--- config.mk ---
export PLATFORM = sky130hd
export DESIGN_NAME = dpram_port_arbiter
export DESIGN_NICKNAME = d
export VERILOG_FILES = /design/src/rtl/dpram_port_arbiter_pkg.sv /design/src/rtl/dpram_port_arbiter_rr_arb2.sv /design/src/rtl/dpram_port_arbiter.sv
export SDC_FILE = /design/constraint.sdc
export NUM_CORES = 1
export LEC_CHECK = 0
export CAP_MARGIN = 0
export CORE_MARGIN = 10
export CORE_UTILIZATION = 30
export CTS_CLUSTER_SIZE = 16
export DETAILED_ROUTE_END_ITERATION = 10
export GPL_TIMING_DRIVEN = 0
export PLACE_DENSITY = 0.83
export SLEW_MARGIN = 0
export SYNTH_ARGS = -nofsm -noshare
export SYNTH_HDL_FRONTEND = slang
export SYNTH_HIERARCHICAL = 1
export SYNTH_SLANG_ARGS = --single-unit
export TNS_END_PERCENT = 100
--- constraint.sdc ---
create_clock -name clk -period 1.65 [get_ports clk]
set_clock_uncertainty 0.1 [all_clocks]
set_input_delay 0.165 -clock clk [delete_from_list [all_inputs] [get_ports clk]]
set_output_delay 0.165 -clock clk [all_outputs]
set_load 0.02 [all_outputs]
--- src/rtl/dpram_port_arbiter_pkg.sv ---
// Shared defaults, state encoding and client indices for the dual-port RAM arbiter.
package dpram_port_arbiter_pkg;

  localparam int AW_DEF = 5;
  localparam int DW_DEF = 4;

  typedef enum logic {
    ST_INIT = 1'b0,
    ST_RUN  = 1'b1
  } arb_state_t;

  localparam logic CLIENT0 = 1'b0;
  localparam logic CLIENT1 = 1'b1;

endpackage

--- src/rtl/dpram_port_arbiter_rr_arb2.sv ---
// Two-way round-robin arbiter; on a tie, the client that did not win last time gets the grant.
module rr_arb2
  import dpram_port_arbiter_pkg::*;
(
  input  logic clk,
  input  logic rst_n,
  input  logic en,
  input  logic req0,
  input  logic req1,
  output logic gnt0,
  output logic gnt1
);

  logic last_gnt;

  // Reset to client 1 so that client 0 wins the first tie.
  assign gnt0 = en & req0 & (~req1 | (last_gnt == CLIENT1));
  assign gnt1 = en & req1 & (~req0 | (last_gnt == CLIENT0));

  always_ff @(posedge clk or negedge rst_n) begin
    if (!rst_n) begin
      last_gnt <= CLIENT1;
    end else if (gnt0) begin
      last_gnt <= CLIENT0;
    end else if (gnt1) begin
      last_gnt <= CLIENT1;
    end
  end

endmodule

--- src/rtl/dpram_port_arbiter.sv ---
// Clears the shared dual-port RAM after reset, then arbitrates two R/W clients on port A
// and gates a read-only client onto port B.
module dpram_port_arbiter
  import dpram_port_arbiter_pkg::*;
#(
  parameter int            AW       = AW_DEF,
  parameter int            DW       = DW_DEF,
  parameter logic [DW-1:0] INIT_VAL = '0
) (
  input  logic          clk,
  input  logic          rst_n,
  input  logic          req0,
  input  logic          we0,
  input  logic [AW-1:0] addr0,
  input  logic [DW-1:0] din0,
  output logic          gnt0,
  output logic          rvalid0,
  output logic [DW-1:0] rdata0,
  input  logic          req1,
  input  logic          we1,
  input  logic [AW-1:0] addr1,
  input  logic [DW-1:0] din1,
  output logic          gnt1,
  output logic          rvalid1,
  output logic [DW-1:0] rdata1,
  input  logic          rreq_b,
  input  logic [AW-1:0] raddr_b,
  output logic          rgnt_b,
  output logic          rvalid_b,
  output logic [DW-1:0] rdata_b,
  output logic          init_busy,
  output logic          ram_ena,
  output logic          ram_wea,
  output logic [AW-1:0] ram_addra,
  output logic [DW-1:0] ram_dia,
  input  logic [DW-1:0] ram_doa,
  output logic          ram_enb,
  output logic [AW-1:0] ram_addrb,
  input  logic [DW-1:0] ram_dob
);

  // The extra counter bit keeps the terminal compare distinct from a wrapped count.
  localparam logic [AW:0] LAST_ADDR = {1'b0, {AW{1'b1}}};

  arb_state_t  state;
  logic [AW:0] clr_cnt;

  assign init_busy = (state == ST_INIT);

  always_ff @(posedge clk or negedge rst_n) begin
    if (!rst_n) begin
      state   <= ST_INIT;
      clr_cnt <= '0;
    end else begin
      case (state)
        ST_INIT: begin
          clr_cnt <= clr_cnt + 1'b1;
          if (clr_cnt == LAST_ADDR) begin
            state <= ST_RUN;
          end
        end
        default: begin
          state <= ST_RUN;
        end
      endcase
    end
  end

  rr_arb2 u_arb (
    .clk   (clk),
    .rst_n (rst_n),
    .en    (~init_busy),
    .req0  (req0),
    .req1  (req1),
    .gnt0  (gnt0),
    .gnt1  (gnt1)
  );

  always_comb begin
    ram_ena   = 1'b0;
    ram_wea   = 1'b0;
    ram_addra = addr0;
    ram_dia   = din0;
    if (init_busy) begin
      ram_ena   = 1'b1;
      ram_wea   = 1'b1;
      ram_addra = clr_cnt[AW-1:0];
      ram_dia   = INIT_VAL;
    end else if (gnt1) begin
      ram_ena   = 1'b1;
      ram_wea   = we1;
      ram_addra = addr1;
      ram_dia   = din1;
    end else if (gnt0) begin
      ram_ena   = 1'b1;
      ram_wea   = we0;
    end
  end

  assign rgnt_b    = rreq_b & ~init_busy;
  assign ram_enb   = rgnt_b;
  assign ram_addrb = raddr_b;

  always_ff @(posedge clk or negedge rst_n) begin
    if (!rst_n) begin
      rvalid0  <= 1'b0;
      rvalid1  <= 1'b0;
      rvalid_b <= 1'b0;
    end else begin
      rvalid0  <= gnt0 & ~we0;
      rvalid1  <= gnt1 & ~we1;
      rvalid_b <= rgnt_b;
    end
  end

  // The RAM registers its outputs, so read data lines up with the rvalid pulse.
  assign rdata0  = ram_doa;
  assign rdata1  = ram_doa;
  assign rdata_b = ram_dob;

endmodule

==> metrics.log <==
INFO  metric place_ws = -699 ps
INFO  metric holdWs = 106 ps
INFO  metric power_frac_seq = 0.326
INFO  metric synth.cell_area = around 780 µm²
INFO  metric insertedDiodeCount = 0
INFO  metric remaining_drc_errors = 0
INFO  metric irDropWorstVdd = 0.395 mV
INFO  metric seq_area = between 200 and 300 µm²
INFO  metric globalRoute.totalOverflow = 0
INFO  metric number_of_buffers_between_clock_root_and_the_deepest_sink = 2
INFO  metric cts_root_buffer = clkbuf_4
INFO  metric timing_worst_slew_pin_value = around 470 ps
INFO  metric drive_above_1_share = 0.437
INFO  metric die_width = roughly 71 µm
INFO  metric design.final.nets = slightly below 200
INFO  metric placed_inst_area = about 0.0015 mm²
INFO  metric grt_first_pass_wirelength = roughly 4500 µm
INFO  metric worst_setup_path_end_kind = output port
INFO  metric share_comb_of_total_power = 0.459
INFO  metric slew-limit-headroom = 0.684
INFO  metric internal_power = between 0.0006 and 0.0007 W
INFO  metric syn_inst = 83
INFO  metric violations = setup timing
INFO  metric die_area = 0.00506 mm²
INFO  metric cts_tree = yes
INFO  metric hold_viol = 0
INFO  metric endpoint_required_time_on_the_critical_path = 1380 ps
INFO  metric fillers = between 200 and 250
INFO  metric timing_worst_setup_path_type = flop to output port
INFO  metric post-route-worst-setup-slack = -204 ps
INFO  metric io_pins = 74
INFO  metric stdcell_area = ~0.0016 mm²
INFO  metric drtPass1Iterations = 4
INFO  metric number_of_antenna_violating_nets_in_the_routed_design = 0
INFO  metric worst-path-max-fanout = 5
INFO  metric clock_insertion_delay_worst_skew = approximately 280 ps
INFO  metric power.net_switching = roughly 0.00028 W
INFO  metric cts.clk_slew.worst_paths = ~70 ps
INFO  metric row_count = 18
INFO  metric maxCapViolations = 0
INFO  metric maxSlewViolCount = 0
INFO  metric gp_congestion = about 0.68
INFO  metric via_per_inst = around 4.6
INFO  metric cp_data_arrival_time = 1590 ps
INFO  metric ctsHtreeMaxLevel = 1
INFO  metric layout_worst_path_cycle_share = 1.12
INFO  metric route.final.wire_length = 2960 µm
INFO  metric power.switching_fraction = 0.317
INFO  metric synthTopCellsByArea = dfrtp_1 32%, buf_4 18%, mux2i_1 11%, a21oi_1 5.1%, xnor2_1 4.5%
INFO  metric cts.sink_count = 11
INFO  metric tritoncts.num_buffers = 3
INFO  metric yosysWarnings = 6
INFO  metric core-area = roughly 0.0025 mm²
INFO  metric synthDominantAreaCellType = dfrtp_1
INFO  metric synth_top_area_share = 0.319
INFO  metric grt_util_all_layers = 0.110
INFO  metric syn_area_per_cell = roughly 9.5 µm²
INFO  metric die-height = between 70 and 80 µm
INFO  metric rsz0062_at_grt = yes
INFO  metric initialDrtViolationCount = 8
INFO  metric run_status = finished, violations left
INFO  metric finalSetupViolCount = 12
INFO  metric max_freq = approximately 540 MHz
INFO  metric grt_start_max_net_pins = 12
INFO  metric detailed_place_hpwl = 2230 µm
INFO  metric multi_input_area = just over 400 µm²
INFO  metric power.leakage = around 0.78 nW
INFO  metric via_count = around 870
INFO  metric number_of_storage_elements_in_the_synthesis_netlist = 11
INFO  metric cellPowerDensity = between 500 and 600 mW/mm²
INFO  metric areaGrowthSynthToFinish = 108%
INFO  metric via_count_of_the_first_global_routing_pass = 977
INFO  metric floorplan.initialDensity = 0.317
INFO  metric seq_area_frac_synth = 0.352
INFO  metric clkPwrFrac = 0.215
INFO  metric final_core_utilization = 0.660
INFO  metric final_period_minus_worst_setup_slack = 1850 ps
INFO  metric port-buffer-count = 60
INFO  metric mappedNetlistNets = between 100 and 150
INFO  metric wl_per_cell = approximately 16 µm
INFO  metric holdCritPathClass = input pin to async pin
INFO  metric synthDistinctLibCells = 24
INFO  metric grt_antenna_before_repair = 0
INFO  metric postCtsHoldBufs = 0
INFO  metric setup.worst_path.start_class = flop
[synthesized netlist by cell type]
cell type / number
o21ai_1: 2
buf_2: 1
dfstp_2: 1
buf_6: 1
nand4_1: 2
and2_1: 1
nand2_1: 4
nor2_2: 1
xor2_1: 1
inv_4: 1
nor2b_1: 2
inv_1: 1
nand4b_4: 1
ha_1: 1
a21oi_2: 1
and3_1: 1
a21oi_1: 8
nor2_1: 9
mux2i_1: 9
xnor2_1: 4
or3_1: 1
buf_4: 19
mux2_1: 1
dfrtp_1: 10
[cells in the final DEF, fill, tap and decap left out, drive strengths merged, types with 4 or more instances in the layout]
cell and count:
clkbuf 5, buf 46, dfrtp 10, nand2 4, nor2 10, xnor2 4, clkdlybuf4s50 43, mux2i 9
a21oi 9
[flip-flops by register name, indices dropped and copies added, names as in the netlist]
register and flops:
clr_cnt 6, rvalid0 1, rvalid1 1, rvalid_b 1
state 1, u_arb/last_gnt 1
[logic make-up (layout without fill, tap and decap cells)]
family	count (synthesis)	in the layout	synth area share
compound gates	11	11	0.0750
xor+xnor	5	5	0.0558
fa+ha+maj	1	1	0.0159
buf+inv	23	98	0.215
flops	11	11	0.352
mux	10	10	0.129
simple gates	22	22	0.156
[repair_timing]
action                     in CTS  in global routing
hold endpoints to repair        0                  0
pin swaps                       3                  3
setup endpoints to repair      16                 15
cloned                          1                  0
buffers inserted                8                  2
gates resized for setup        91                 11
[final cells by class]
cell class,instances,area share
sequential,11,0.169
inverter,2,0.00612
timing repair buffer,71,0.425
multi-input combinational,49,0.252
clock buffer,4,0.0161
tap,30,0.0230
buffer,21,0.108
[critical path, cell delays in order, from the launching register on]
cell     delay, ps
dfstp_2        570
a21oi_4         80
buf_6          160
mux2i_4        190
a21oi_2        170
buf_6          140
[stage by stage]
stage | TNS, ps | cells | power, W
after floorplan | 0 | 83 | 0.000471
after global placement | -7250 | 173 | 0.000657
after detailed placement | -7700 | 173 | 0.000663
after CTS | -1280 | 186 | 0.000867
after global routing | -2220 | 188 | 0.000918
final | -1370 | 188 | 0.000879
[per-layer routing]
metal | share of wire | GRT usage | routed length [µm] | vias up
li1 | - | - | - | 407
met1 | 0.35 | 0.102 | 1040 | 406
met2 | 0.49 | 0.189 | 1460 | 55
met3 | 0.14 | 0.0628 | 400 | 5
met4 | 0.020 | 0.0581 | 59 | 0
met5 | 0 | 0 | 0 | -
[final timing paths]
path / from / endpoint / slack [ps] / cells past startpoint
max in group asynchronous: rst_n / u_arb/last_gnt / 990 / 1
hold / removal: rst_n / rvalid_b / 110 / 1
min in group clk: req1 / rvalid0 / 330 / 3
hold reg to reg: clr_cnt[5] / state / 370 / 1
setup reg to reg: state / clr_cnt[5] / 230 / 6
setup / recovery: u_arb/last_gnt / ram_addra[1] / -200 / 5
[power by group through the flow]
stage	clock, W	sequential [W]	combinational, W
detailed placement	0	0.000290	0.000373
global route	0.000203	0.000288	0.000427
floorplan	0	0.000295	0.000176
global placement	0	0.000289	0.000368
CTS	0.000187	0.000287	0.000393
finish	0.000189	0.000287	0.000403
No activity file was read; power rests on OpenSTA's default activity.
